<file path="src/rtl/taxi_axis_cobs_decode_if.sv">
// taxi_axis_cobs_decode_if: AXI4-Stream bundle used on both sides
// of the COBS decoder.
interface taxi_axis_cobs_decode_if #(
  parameter int DATA_W = 8,
  parameter int USER_W = 1
);
  logic [DATA_W-1:0]   tdata;
  logic [DATA_W/8-1:0] tkeep;
  logic [DATA_W/8-1:0] tstrb;
  logic                tvalid;
  logic                tready;
  logic                tlast;
  logic [USER_W-1:0]   tuser;

  modport src (
    output tdata, tkeep, tstrb, tvalid, tlast, tuser,
    input  tready
  );

  modport snk (
    input  tdata, tkeep, tstrb, tvalid, tlast, tuser,
    output tready
  );
endinterface

</file>
<file path="src/rtl/taxi_axis_cobs_decode.sv">
// taxi_axis_cobs_decode: AXI4-Stream COBS frame decoder.
// Define TAXI_COBS_DECODE_STATUS_EN to drive the frame status pulses.
module taxi_axis_cobs_decode (
  input  logic clk,
  input  logic rst,
  taxi_axis_cobs_decode_if.snk s_axis,
  taxi_axis_cobs_decode_if.src m_axis,
  output logic status_good_frame,
  output logic status_bad_frame
);
  localparam int S_DATA_W = s_axis.DATA_W;
  localparam int M_DATA_W = m_axis.DATA_W;
  localparam int M_USER_W = m_axis.USER_W;

  if (S_DATA_W != 8) begin : g_s_width
    $fatal(1, "s_axis.DATA_W must be 8");
  end
  if (M_DATA_W != 8) begin : g_m_width
    $fatal(1, "m_axis.DATA_W must be 8");
  end

  typedef enum logic [1:0] {IDLE, SEGMENT, NEXT} state_t;

  state_t     state;
  state_t     state_n;
  logic [7:0] count;
  logic [7:0] count_n;
  logic       suppress;
  logic       suppress_n;

  logic [7:0] hold;
  logic       hold_v;
  logic       flush;
  logic       flush_bad;

  logic       buf_ready;
  logic       m_valid;
  logic [7:0] m_data;
  logic       m_last;
  logic       m_user;
  logic       tmp_valid;
  logic [7:0] tmp_data;
  logic       tmp_last;
  logic       tmp_user;

  logic       fire;
  logic       nb;
  logic [7:0] nbd;
  logic       fend;
  logic       fbad;
  logic [7:0] d;

  logic       push;
  logic [7:0] p_data;
  logic       p_last;
  logic       p_user;
  logic       ready_early;

  logic unused;
  assign unused = ^{s_axis.tkeep, s_axis.tstrb};

  assign d    = s_axis.tdata;
  assign fire = s_axis.tvalid && s_axis.tready;

  assign s_axis.tready = buf_ready && !flush;

  assign m_axis.tvalid = m_valid;
  assign m_axis.tdata  = m_data;
  assign m_axis.tlast  = m_last;
  assign m_axis.tuser  = M_USER_W'(m_user);
  assign m_axis.tkeep  = '1;
  assign m_axis.tstrb  = '1;

  always_comb begin
    state_n    = state;
    count_n    = count;
    suppress_n = suppress;
    nb         = 1'b0;
    nbd        = d;
    fend       = 1'b0;
    fbad       = 1'b0;
    unique case (state)
      IDLE: begin
        if (d != 8'h00) begin
          count_n    = d - 8'd1;
          suppress_n = (d == 8'hff);
          state_n    = (d == 8'h01) ? NEXT : SEGMENT;
        end
      end
      SEGMENT: begin
        if (d == 8'h00) begin
          fend = 1'b1;
          fbad = 1'b1;
        end else begin
          nb      = 1'b1;
          count_n = count - 8'd1;
          if (count == 8'd1) state_n = NEXT;
        end
      end
      NEXT: begin
        if (d == 8'h00) begin
          fend = 1'b1;
        end else begin
          nb         = !suppress;
          nbd        = 8'h00;
          count_n    = d - 8'd1;
          suppress_n = (d == 8'hff);
          state_n    = (d == 8'h01) ? NEXT : SEGMENT;
        end
      end
      default: state_n = IDLE;
    endcase
    // idle fill carries no frame, even with tlast
    if (s_axis.tlast && !(state == IDLE && d == 8'h00)) begin
      fend = 1'b1;
      fbad = fbad || (state_n == SEGMENT) || s_axis.tuser[0];
    end
    if (fend) state_n = IDLE;
  end

  // A byte decoded on the ending beat while another is held needs
  // a second output beat; flush stalls the input for one push.
  always_comb begin
    push   = 1'b0;
    p_data = hold;
    p_last = 1'b0;
    p_user = 1'b0;
    if (flush) begin
      push   = buf_ready;
      p_last = 1'b1;
      p_user = flush_bad;
    end else if (fire) begin
      if (nb && hold_v) begin
        push = 1'b1;
      end else if (nb && fend) begin
        push   = 1'b1;
        p_data = nbd;
        p_last = 1'b1;
        p_user = fbad;
      end else if (fend && hold_v) begin
        push   = 1'b1;
        p_last = 1'b1;
        p_user = fbad;
      end
    end
  end

  assign ready_early = m_axis.tready ||
    (!tmp_valid && (!m_valid || !push));

  always_ff @(posedge clk) begin
    if (rst) begin
      state     <= IDLE;
      count     <= 8'd0;
      suppress  <= 1'b0;
      hold_v    <= 1'b0;
      flush     <= 1'b0;
      flush_bad <= 1'b0;
      buf_ready <= 1'b0;
      m_valid   <= 1'b0;
      tmp_valid <= 1'b0;
    end else begin
      buf_ready <= ready_early;
      if (flush && buf_ready) begin
        flush  <= 1'b0;
        hold_v <= 1'b0;
      end
      if (fire) begin
        state    <= state_n;
        count    <= count_n;
        suppress <= suppress_n;
        if (nb) begin
          hold      <= nbd;
          hold_v    <= hold_v || !fend;
          flush     <= fend && hold_v;
          flush_bad <= fbad;
        end else if (fend) begin
          hold_v <= 1'b0;
        end
      end
      if (buf_ready) begin
        if (m_axis.tready || !m_valid) begin
          m_valid <= push;
          m_data  <= p_data;
          m_last  <= p_last;
          m_user  <= p_user;
        end else begin
          tmp_valid <= push;
          tmp_data  <= p_data;
          tmp_last  <= p_last;
          tmp_user  <= p_user;
        end
      end else if (m_axis.tready) begin
        m_valid   <= tmp_valid;
        m_data    <= tmp_data;
        m_last    <= tmp_last;
        m_user    <= tmp_user;
        tmp_valid <= 1'b0;
      end
    end
  end

`ifdef TAXI_COBS_DECODE_STATUS_EN
  logic good_p;
  logic bad_p;

  always_ff @(posedge clk) begin
    if (rst) begin
      good_p <= 1'b0;
      bad_p  <= 1'b0;
    end else begin
      good_p <= fire && fend && !fbad && (hold_v || nb);
      bad_p  <= fire && fend && fbad;
    end
  end

  assign status_good_frame = good_p;
  assign status_bad_frame  = bad_p;
`else
  assign status_good_frame = 1'b0;
  assign status_bad_frame  = 1'b0;
`endif
endmodule

</file>
<file path="src/flat_wrapper.sv">
// flat-port wrapper written by rule: the top's interface ports become plain ports
module taxi_axis_cobs_decode_flat 
  (clk, rst, status_good_frame, status_bad_frame, s_axis_tdata, s_axis_tkeep, s_axis_tstrb, s_axis_tvalid, s_axis_tlast, s_axis_tuser, s_axis_tready, m_axis_tdata, m_axis_tkeep, m_axis_tstrb, m_axis_tvalid, m_axis_tlast, m_axis_tuser, m_axis_tready);
  taxi_axis_cobs_decode_if s_axis_i ();
  taxi_axis_cobs_decode_if m_axis_i ();
  input  logic clk;
  input  logic rst;
  output logic status_good_frame;
  output logic status_bad_frame;
  input wire logic [$bits(s_axis_i.tdata)-1:0] s_axis_tdata;
  input wire logic [$bits(s_axis_i.tkeep)-1:0] s_axis_tkeep;
  input wire logic [$bits(s_axis_i.tstrb)-1:0] s_axis_tstrb;
  input wire logic [$bits(s_axis_i.tvalid)-1:0] s_axis_tvalid;
  input wire logic [$bits(s_axis_i.tlast)-1:0] s_axis_tlast;
  input wire logic [$bits(s_axis_i.tuser)-1:0] s_axis_tuser;
  output wire logic [$bits(s_axis_i.tready)-1:0] s_axis_tready;
  output wire logic [$bits(m_axis_i.tdata)-1:0] m_axis_tdata;
  output wire logic [$bits(m_axis_i.tkeep)-1:0] m_axis_tkeep;
  output wire logic [$bits(m_axis_i.tstrb)-1:0] m_axis_tstrb;
  output wire logic [$bits(m_axis_i.tvalid)-1:0] m_axis_tvalid;
  output wire logic [$bits(m_axis_i.tlast)-1:0] m_axis_tlast;
  output wire logic [$bits(m_axis_i.tuser)-1:0] m_axis_tuser;
  input wire logic [$bits(m_axis_i.tready)-1:0] m_axis_tready;
  assign s_axis_i.tdata = s_axis_tdata;
  assign s_axis_i.tkeep = s_axis_tkeep;
  assign s_axis_i.tstrb = s_axis_tstrb;
  assign s_axis_i.tvalid = s_axis_tvalid;
  assign s_axis_i.tlast = s_axis_tlast;
  assign s_axis_i.tuser = s_axis_tuser;
  assign s_axis_tready = s_axis_i.tready;
  assign m_axis_tdata = m_axis_i.tdata;
  assign m_axis_tkeep = m_axis_i.tkeep;
  assign m_axis_tstrb = m_axis_i.tstrb;
  assign m_axis_tvalid = m_axis_i.tvalid;
  assign m_axis_tlast = m_axis_i.tlast;
  assign m_axis_tuser = m_axis_i.tuser;
  assign m_axis_i.tready = m_axis_tready;
  taxi_axis_cobs_decode u_core (.clk(clk), .rst(rst), .s_axis(s_axis_i), .m_axis(m_axis_i), .status_good_frame(status_good_frame), .status_bad_frame(status_bad_frame));
endmodule
</file>
<file path="config.mk">
export PLATFORM = sky130hd
export DESIGN_NAME = taxi_axis_cobs_decode_flat
export DESIGN_NICKNAME = d
export VERILOG_FILES = /design/src/rtl/taxi_axis_cobs_decode_if.sv /design/src/rtl/taxi_axis_cobs_decode.sv /design/src/flat_wrapper.sv
export SDC_FILE = /design/constraint.sdc
export NUM_CORES = 1
export LEC_CHECK = 0
export ABC_AREA = 0
export CAP_MARGIN = 10
export CORE_ASPECT_RATIO = 0.75
export CORE_MARGIN = 1.5
export CORE_UTILIZATION = 50
export DETAILED_ROUTE_END_ITERATION = 6
export PLACE_DENSITY = 0.73
export SLEW_MARGIN = 20
export SYNTH_ARGS = -nofsm -noshare
export SYNTH_HDL_FRONTEND = slang
export SYNTH_SLANG_ARGS = --single-unit
</file>
<file path="constraint.sdc">
create_clock -name clk -period 3.15 [get_ports clk]
set_clock_uncertainty 0.1 [all_clocks]
set_input_delay 0.315 -clock clk [delete_from_list [all_inputs] [get_ports clk]]
set_output_delay 0.315 -clock clk [all_outputs]
set_load 0.005 [all_outputs]
</file>
# Yosys cells after proc, flatten, opt, wreduce, memory -nomap -nowiden

Cells that the tools add are included.

Output and inout port bits: 16
Memories kept: 0
Flip-flop bits (word level): 45
Latch bits: 0
Bits in read-only memories: 0
Bits in writable memories: 0

Add/sub/neg operators: 2
Reduce and logical (&&, ||, !) cells: 37
Bitwise operators: 2
$mul: 0
Equal/unequal tests: 11
Mux-type cells: 63
Div/mod/pow operators: 0
Order comparisons: 0
Shift-type cells: 0

Operators by type and width:

| kind                  | number |
|---|---|
| $mux W8               | 12 |
| $mux W1               | 41 |
| $pmux W8 S3           | 1 |
| $eq A8 B1 Y1 const B  | 2 |
| $sub A8 B1 Y8 const B | 2 |
| $mux W2               | 6 |
| $logic_and A1 B1 Y1   | 9 |
| $reduce_and A3 Y1     | 3 |
| $eq A8 B8 Y1 const B  | 1 |
| $logic_not A8 Y1      | 1 |
| $ne A2 B2 Y1 const B  | 4 |
| $reduce_bool A8 Y1    | 1 |
| $logic_not A1 Y1      | 7 |
| $logic_or A1 B1 Y1    | 6 |
| $pmux W2 S3           | 1 |
| $reduce_and A2 Y1     | 3 |
| $reduce_and A5 Y1     | 1 |
| $eq A2 B1 Y1 const B  | 2 |
| $pmux W1 S2           | 2 |
| $reduce_and A4 Y1     | 1 |
| $reduce_bool A2 Y1    | 2 |
| $reduce_bool A3 Y1    | 1 |
| $eq A2 B2 Y1 const B  | 1 |
| $logic_not A2 Y1      | 1 |
| other kinds (3)       | 4 |

# Logic depth before layout (Yosys ltp)

Gate-level depths: netlist of the first run.

Word-level depth: 15
Gate-level depth with buffers: 10

# Worst setup path after synthesis of the first run

Ideal clock, no wire load.

Path type: input -> register
Start point: in s_axis_tdata[0]
End point: reg u_core.m_last, in the netlist u_core.m_axis.tlast, data pin
Setup slack: 624 ps
Arrival: 2166 ps
Setup time: 260 ps
Buffers on the path: 0
Stages on the path: 8
Cell sequence: inv_1 > ha_1 > or4b_4 > o221ai_2 > nor4_2 > a41oi_1 > nand2b_1 > mux2_2

Longest elaborated chain between the ends: 13
Elaborated cells between the ends (all ways): 20
Classes of those cells: 13 x mux; 7 x reduce/logical

Ends and longest elaborated chain:

| element              | RTL line                                                                                | source |
|---|---|---|
| from (decl)          | flat_wrapper.sv:10                                                                      | `input wire logic [$bits(s_axis_i.tdata)-1:0] s_axis_tdata;` |
| $logic_not A8 Y1 *   | taxi_axis_cobs_decode.sv:91, taxi_axis_cobs_decode.sv:101, taxi_axis_cobs_decode.sv:114 |  |
| $logic_and A1 B1 Y1  | taxi_axis_cobs_decode.sv:114                                                            | `if (s_axis.tlast && !(state == IDLE && d == 8'h00)) begin` |
| $logic_not A1 Y1     | taxi_axis_cobs_decode.sv:114                                                            |  |
| $logic_and A1 B1 Y1  | taxi_axis_cobs_decode.sv:114                                                            |  |
| $mux W1              | taxi_axis_cobs_decode.sv:114                                                            |  |
| $logic_and A1 B1 Y1  | taxi_axis_cobs_decode.sv:140                                                            | `end else if (fend && hold_v) begin` |
| $mux W1              | taxi_axis_cobs_decode.sv:140                                                            |  |
| $mux W1              | taxi_axis_cobs_decode.sv:135                                                            | `end else if (nb && fend) begin` |
| $mux W1 *            | taxi_axis_cobs_decode.sv:133                                                            | `if (nb && hold_v) begin` |
| $mux W1 *            | taxi_axis_cobs_decode.sv:132                                                            | `end else if (fire) begin` |
| $mux W1 *            | taxi_axis_cobs_decode.sv:128                                                            | `if (flush) begin` |
| net u_core.p_last    | taxi_axis_cobs_decode.sv:55                                                             | `logic p_last;` |
| $mux W1 *            | taxi_axis_cobs_decode.sv:182                                                            | `if (m_axis.tready \|\| !m_valid) begin` |
| $mux W1 *            | taxi_axis_cobs_decode.sv:181                                                            | `if (buf_ready) begin` |
| to (signal assigned) | taxi_axis_cobs_decode.sv:185                                                            | `m_last <= p_last;` |
| to (signal assigned) | taxi_axis_cobs_decode.sv:196                                                            | `m_last <= tmp_last;` |
| to (decl)            | taxi_axis_cobs_decode.sv:39                                                             | `logic m_last;` |

The timed path passes the listed nets; every way through them passes the cells marked *. The select of a mux whose other input is x is not followed.
A chain may end at the register's enable or synchronous reset.

# Worst setup path in the final report of the first run

Start point: in s_axis_tdata[0]
End point: reg u_core.m_data[4], in the netlist u_core.m_axis.tdata[4], data pin

Longest elaborated chain between the ends: 12
Elaborated cells between the ends (all ways): 20
Classes of those cells: 14 x mux; 6 x reduce/logical

Ends and longest elaborated chain:

| element              | RTL line                                                                                | source |
|---|---|---|
| $logic_not A8 Y1 *   | taxi_axis_cobs_decode.sv:91, taxi_axis_cobs_decode.sv:101, taxi_axis_cobs_decode.sv:114 |  |
| $logic_and A1 B1 Y1  | taxi_axis_cobs_decode.sv:114                                                            |  |
| $logic_not A1 Y1     | taxi_axis_cobs_decode.sv:114                                                            |  |
| $logic_and A1 B1 Y1  | taxi_axis_cobs_decode.sv:114                                                            |  |
| $mux W1              | taxi_axis_cobs_decode.sv:114                                                            |  |
| $logic_and A1 B1 Y1  | taxi_axis_cobs_decode.sv:135                                                            |  |
| $mux W8              | taxi_axis_cobs_decode.sv:135                                                            |  |
| $mux W8 *            | taxi_axis_cobs_decode.sv:133                                                            |  |
| $mux W8 *            | taxi_axis_cobs_decode.sv:132                                                            |  |
| $mux W8 *            | taxi_axis_cobs_decode.sv:128                                                            |  |
| net u_core.p_data[4] | taxi_axis_cobs_decode.sv:54                                                             | `logic [7:0] p_data;` |
| $mux W8 *            | taxi_axis_cobs_decode.sv:182                                                            |  |
| $mux W8 *            | taxi_axis_cobs_decode.sv:181                                                            |  |
| to (signal assigned) | taxi_axis_cobs_decode.sv:184                                                            | `m_data <= p_data;` |
| to (signal assigned) | taxi_axis_cobs_decode.sv:195                                                            | `m_data <= tmp_data;` |
| to (decl)            | taxi_axis_cobs_decode.sv:38                                                             | `logic [7:0] m_data;` |

Marks and branches as above.

==> out/qor.yml, run 1 <==
outcome:
  status: "completed"
routing:
  viasPerCell: 5.58
  dr.pass1.iters: 4
  finalWirelength_um: 5260
  drt-initial-drc-count: 110
  ant_nets: 0
  vias: 2049
  wire_per_inst_um: 14.3
  post-route-drc-count: 0
finish:
  n_fill_cell: 435
  nets: 331
  design_area_sq_mm: 0.00304
  drive_gt1_share_pct: 14.3
  final_core_utilization_pct: 62.8
  n_antenna_cell: 0
  syn2layout_area_growth_pct: 22.1
clock_tree:
  post-cts-setup-buffers: 0
  ctsLongestPathBuffers: 2
  cts_resized: 0
  cts_root_buf: "clkbuf_8"
  cts_tree: "yes"
  numCtsBuffers: 5
  clk-insertion-delay-late_ns: 0.31
  htree_levels: 2
  cts_hold_buf: 0
  cts_sinks: 45
  clk_pin_slew_ns: 0.09
sta:
  finalCritPeriodShare_pct: 89.1
  period_minus_slack_ns: 2.81
  fin_setup_tns_ns: 0
  setup_viol_count_final: 0
  drv_slew: 0
  worst_pin_slew_ns: 1.01
  hold_viol: 0
  rsz0062_at_grt: "false"
  max_freq_ghz: 0.356
  slew_headroom_pct: 32.3
yosys:
  yosysTopAreaCell: "edfxtp_1"
  ys_types: 54
  synth_area_leaders: "edfxtp_1, dfxtp_1, nor2_1"
  ys_seq_elements: 45
  synth_cells: 266
  postSynth.asyncResetShare_pct: 0
  synth_most_common_cell: "nor2_1"
  synth-seq-area-share_pct: 47.4
  synth.avg_cell_area_sq_um: 9.37
  synth_warnings: 0
  synth_top_area_share_pct: 33.7
  ys_top_cells_by_count: "nor2_1, edfxtp_1, a21oi_1"
  netlist_area_sq_mm: 0.00249
  synth_edf_count: 28
  ys.flop_type: "edfxtp_1"
floorplan:
  die_h_um: 64.1
  die_area_sq_mm: 0.00542
  die_w_um: 84.5
  coreArea_sq_mm: 0.00484
  row_count: 22
  io_pins: 32
  start_util_pct: 51.4
placed_design:
  place.gp.congestion: 0.883
  numPortBuffers: 25
  place_area_sq_mm: 0.00290
  dp_hpwl_um: 3910
hold_path:
  min_path_cells: 2
  hold_path_class: "reg -> reg"
critical_path:
  startpoint_type: "input port"
  rr_worst_depth: 7
  worstPathArrival_ns: 2.77
  crit_fanout: 9
  crit_required_ns: 3.11
  critical_path_class: "in -> reg"
  cp-end-kind: "register"
global_route:
  grt_overflow: 0
  grt-busiest-layer: "met2"
  antenna_found_initial: 0
  grt_max_degree: 22
  grt_first_pass_wirelength_um: 8670
  use_met1_pct: 29.0
  grt_pass1_vias: 1876
  grt_usage_pct: 20.2
  use_met3_pct: 3.88
  use_met2_pct: 31.2
pwr:
  p_leak_nw: 1.11
  ir_worst_vdd_v: 0.000255
  pwr_density_cell_mw_per_mm2: 443
job:
  drv_cap: 0
==> power breakdown <==
part / total [mW] / internal [mW] / leakage, nW / switching (mW)
combinational: 0.171 / 0.0806 / 0.646 / 0.0905
clock: 0.528 / 0.319 / 0.0687 / 0.208
sequential: 0.650 / 0.640 / 0.392 / 0.0103
total: 1.35 / 1.04 / 1.11 / 0.309
==> per-layer routing <==
layer,vias to the layer above,part of all wire [%]
met2,51,46
met3,5,4.0
li1,1030,-
met4,0,0.89
met1,963,49
met5,-,0
==> state kept, by name (all words and copies together), names as in the netlist <==
| name | count |
|---|---|
| u_core.count | 8 |
| u_core.hold | 8 |
| u_core.m_axis.tdata | 8 |
| u_core.tmp_data | 8 |
| u_core.state | 2 |
| u_core.buf_ready | 1 |
| u_core.flush | 1 |
| u_core.flush_bad | 1 |
| u_core.hold_v | 1 |
| u_core.m_axis.tlast | 1 |
| u_core.m_axis.tuser | 1 |
| u_core.m_axis.tvalid | 1 |
| u_core.suppress | 1 |
| u_core.tmp_last | 1 |
| u_core.tmp_user | 1 |
| u_core.tmp_valid | 1 |
==> cell usage in the layout, fill, tap and decap left out, types with 6 or more instances in the layout <==
master,synthesis,layout
a21oi_1,19,19
buf_4,4,19
clkdlybuf4s50_1,0,25
dfxtp_1,17,17
edfxtp_1,28,28
ha_1,9,9
inv_1,13,13
mux2_2,9,9
nand2_1,18,18
nand3_1,6,6
nor2_1,45,45
nor2b_1,8,8
nor3_1,8,7
o21ai_0,15,15
==> worst max-delay path: stages <==
cell             delay (ns)
clkdlybuf4s50_1        0.47
inv_1                  0.06
ha_1                   0.22
or4b_4                 0.22
o221ai_2               0.12
nor4_2                 0.77
mux2_2                 0.43
nor2_1                 0.11
nor2_1                 0.05
==> final cells by class <==
cell class,count,area (sq um),area share (%)
inverters,14,52.6,1.73
multi-input cells,196,1200,39.6
flip-flops and latches,45,1180,38.8
clock inverters,3,68.8,2.26
repair buffers,44,393,12.9
well taps,60,75.1,2.47
clock buffers,5,68.8,2.26
==> kinds of logic (layout without fill, tap and decap cells) <==
kind of cell / count (synthesis) / count (layout) / synth area share, %
simple gates: 103 / 103 / 20.0
mux: 11 / 11 / 4.87
flops: 45 / 45 / 47.4
compound gates: 64 / 64 / 16.4
xor+xnor: 5 / 5 / 1.76
fa+ha+maj: 9 / 9 / 4.52
other cells: 2 / 4 / 0.301
buf+inv: 27 / 66 / 4.77
==> final timing paths <==
| check | startpoint | to | slack, ns |
|---|---|---|---|
| hold / removal | u_core.count[5] | u_core.count[5] | 0.40 |
| hold reg to reg | u_core.count[5] | u_core.count[5] | 0.40 |
| setup / recovery | s_axis_tdata[0] | u_core.m_axis.tdata[4] | 0.34 |
| setup reg to reg | u_core.state[1] | u_core.m_axis.tdata[4] | 0.42 |
==> through the flow <==
stage                     std cells  power [mW]  setup slack, ns  hold WS (ns)
after floorplan                 268       0.758            0.624         0.353
after global placement          359       0.830           0.0929         0.377
after detailed placement        359       0.833           0.0420         0.382
after CTS                       367        1.35            0.340         0.400
after global routing            367        1.40            0.187         0.431
final                           367        1.35            0.342         0.396
Power figures use the tool's default switching activity.
==> run 2, diff against run 1 <==
MAX_ROUTING_LAYER = met4   (was default)
==> run 2 against run 1 <==
- combinational power hardly changed
- register-to-register slack hardly changed
- maximum frequency hardly changed
- total power hardly changed
- hold slack hardly changed
- largest cell class unchanged
- largest power group unchanged
- highest routed layer unchanged
==> out/qor.yml, run 2 (synthesized netlist as in run 1, its figures left out) <==
floorplan:
  io_pins: 32  # unchanged
  die_h_um: 64.1  # unchanged
  row_count: 22  # unchanged
  die_w_um: 84.5  # unchanged
  die_area_sq_mm: 0.00542  # unchanged
  coreArea_sq_mm: 0.00484  # unchanged
  start_util_pct: 51.4  # unchanged
clock_tree:
  cts_root_buf: "clkbuf_8"
  cts_resized: 0  # unchanged
  htree_levels: 2  # unchanged
  cts_hold_buf: 0  # unchanged
  cts_sinks: 45  # unchanged
  cts_tree: "yes"
  clk_pin_slew_ns: 0.09  # about the same
  clk-insertion-delay-late_ns: 0.31  # about the same
  post-cts-setup-buffers: 0  # unchanged
  numCtsBuffers: 5  # unchanged
  ctsLongestPathBuffers: 2  # unchanged
global_route:
  grt_usage_pct: 20.7  # +0.57 points
  grt_pass1_vias: 1878  # +0.11%
  grt_first_pass_wirelength_um: 8670  # unchanged
  grt_overflow: 0  # unchanged
  antenna_found_initial: 0  # unchanged
  grt_max_degree: 22  # unchanged
hold_path:
  min_to: "u_core.count[5]"
  hold_path_class: "reg -> reg"
  min_path_cells: 2  # unchanged
  min_from: "u_core.count[5]"
critical_path:
  cp-startpoint: "s_axis_tdata[0]"
  startpoint_type: "input port"
  cp-end-kind: "register"
  crit_required_ns: 3.11  # about the same
  worstPathArrival_ns: 2.77  # about the same
  crit_fanout: 9  # unchanged
  r2r_slack_ns: 0.42  # about the same
  r2r-end: "u_core.m_axis.tdata[4]"
  rr_worst_depth: 7  # unchanged
  r2r_start: "u_core.state[1]"
  critical_path_class: "in -> reg"
routing:
  post-route-drc-count: 0  # unchanged
  m1WireLength_um: 2580  # about the same
  drt-initial-drc-count: 106  # -3.6%
  dr_wl_met2_um: 2420  # -0.25%
  dr.pass1.iters: 4  # unchanged
  wl_met3_um: 206  # -0.96%
  dr.max_layer_used: "met4"
  ant_nets: 0  # unchanged
  finalWirelength_um: 5260  # -0.11%
  viasPerCell: 5.57  # -0.20%
  vias: 2045  # -0.20%
  wire_per_inst_um: 14.3  # -0.11%
pwr:
  pwr_density_cell_mw_per_mm2: 443  # about the same
  p_leak_nw: 1.11  # unchanged
  ir_worst_vdd_v: 0.000255  # about the same
  sw_frac_of_total_pct: 22.8  # -0.070 points
  seqPwrFrac_pct: 48.3  # about the same
  power_switching_mw: 0.308  # -0.40%
  clkPwrFrac_pct: 39.1  # about the same
  power.total_mw: 1.35  # about the same
  p_comb_share_pct: 12.7  # about the same
  power.internal_mw: 1.04  # about the same
sta:
  max_freq_ghz: 0.356  # about the same
  hold_viol: 0  # unchanged
  setup_viol_count_final: 0  # unchanged
  period_minus_slack_ns: 2.81  # -0.0000580 ns
  rsz0062_at_grt: "false"
  worst_pin_slew_ns: 1.01  # -0.000469 ns
  finalCritPeriodShare_pct: 89.1  # about the same
  drv_slew: 0  # unchanged
  fin_setup_tns_ns: 0  # unchanged
  slew_headroom_pct: 32.3  # about the same
finish:
  nets: 331  # unchanged
  syn2layout_area_growth_pct: 22.1  # unchanged
  drive_gt1_share_pct: 14.3  # unchanged
  layout_common_cells: "nor2_1, edfxtp_1, clkdlybuf4s50_1, a21oi_1, buf_4"
  n_fill_cell: 435  # unchanged
  mostFrequentLayoutCell: "nor2_1"
  n_antenna_cell: 0  # unchanged
outcome:
  status: "completed"
placed_design:
  place.gp.congestion: 0.898  # +1.7%
  numPortBuffers: 25  # unchanged
  dp_hpwl_um: 3910  # unchanged
job:
  drv_cap: 0  # unchanged
run 2: cell counts in the layout (fill, tap and decap cells not counted):
No cell type changed its count.
run 2: critical path, cell delays in order:
cell and delay [ns]:
clkdlybuf4s50_1 0.47, inv_1 0.06, ha_1 0.22, or4b_4 0.22, o221ai_2 0.12, nor4_2 0.77
mux2_2 0.43, nor2_1 0.11, nor2_1 0.05
run 2: power groups by stage:
| stage | sequential, mW | combinational [mW] | clock (mW) |
|---|---|---|---|
| floorplan | 0.663 | 0.0948 | 0 |
| global placement | 0.663 | 0.167 | 0 |
| detailed placement | 0.664 | 0.169 | 0 |
| CTS | 0.650 | 0.170 | 0.534 |
| global route | 0.653 | 0.190 | 0.555 |
| finish | 0.650 | 0.171 | 0.526 |
run 2: worst max-delay path by stage:
stage / end / slack, ns / cells past startpoint
after floorplan: u_core.m_axis.tlast / 0.62 / 8
after global routing: u_core.m_axis.tdata[6] / 0.19 / 9
final: u_core.m_axis.tdata[4] / 0.34 / 9
after CTS: u_core.m_axis.tdata[4] / 0.34 / 9
after detailed placement: u_core.m_axis.tdata[4] / 0.04 / 9
after global placement: u_core.m_axis.tdata[1] / 0.09 / 9
run 2: through the flow:
step,util [%],worst slack [ns],area (sq um),hold WS [ns],instances
after floorplan,-,0.624,2500,0.353,268
after global placement,59.9,0.0929,2900,0.377,359
after detailed placement,59.9,0.0420,2900,0.382,359
after CTS,62.7,0.340,3040,0.400,367
after global routing,62.8,0.187,3040,0.431,367
final,62.8,0.342,3040,0.396,367
run 2: metal layers:
metal,GRT usage [%],vias to the layer above
li1,-,1029
met4,5.85,0
met3,3.88,5
met2,31.2,49
met1,29.0,962
met5,-,-
run 2: cell type report:
type / instances / area [sq um] / share of cell area, %
multi-input combinational: 196 / 1200 / 39.6
sequential: 45 / 1180 / 38.8
timing repair buffer: 44 / 393 / 12.9
tap: 60 / 75.1 / 2.47
clock buffer: 5 / 68.8 / 2.26
clock inverter: 3 / 68.8 / 2.26
inverter: 14 / 52.6 / 1.73
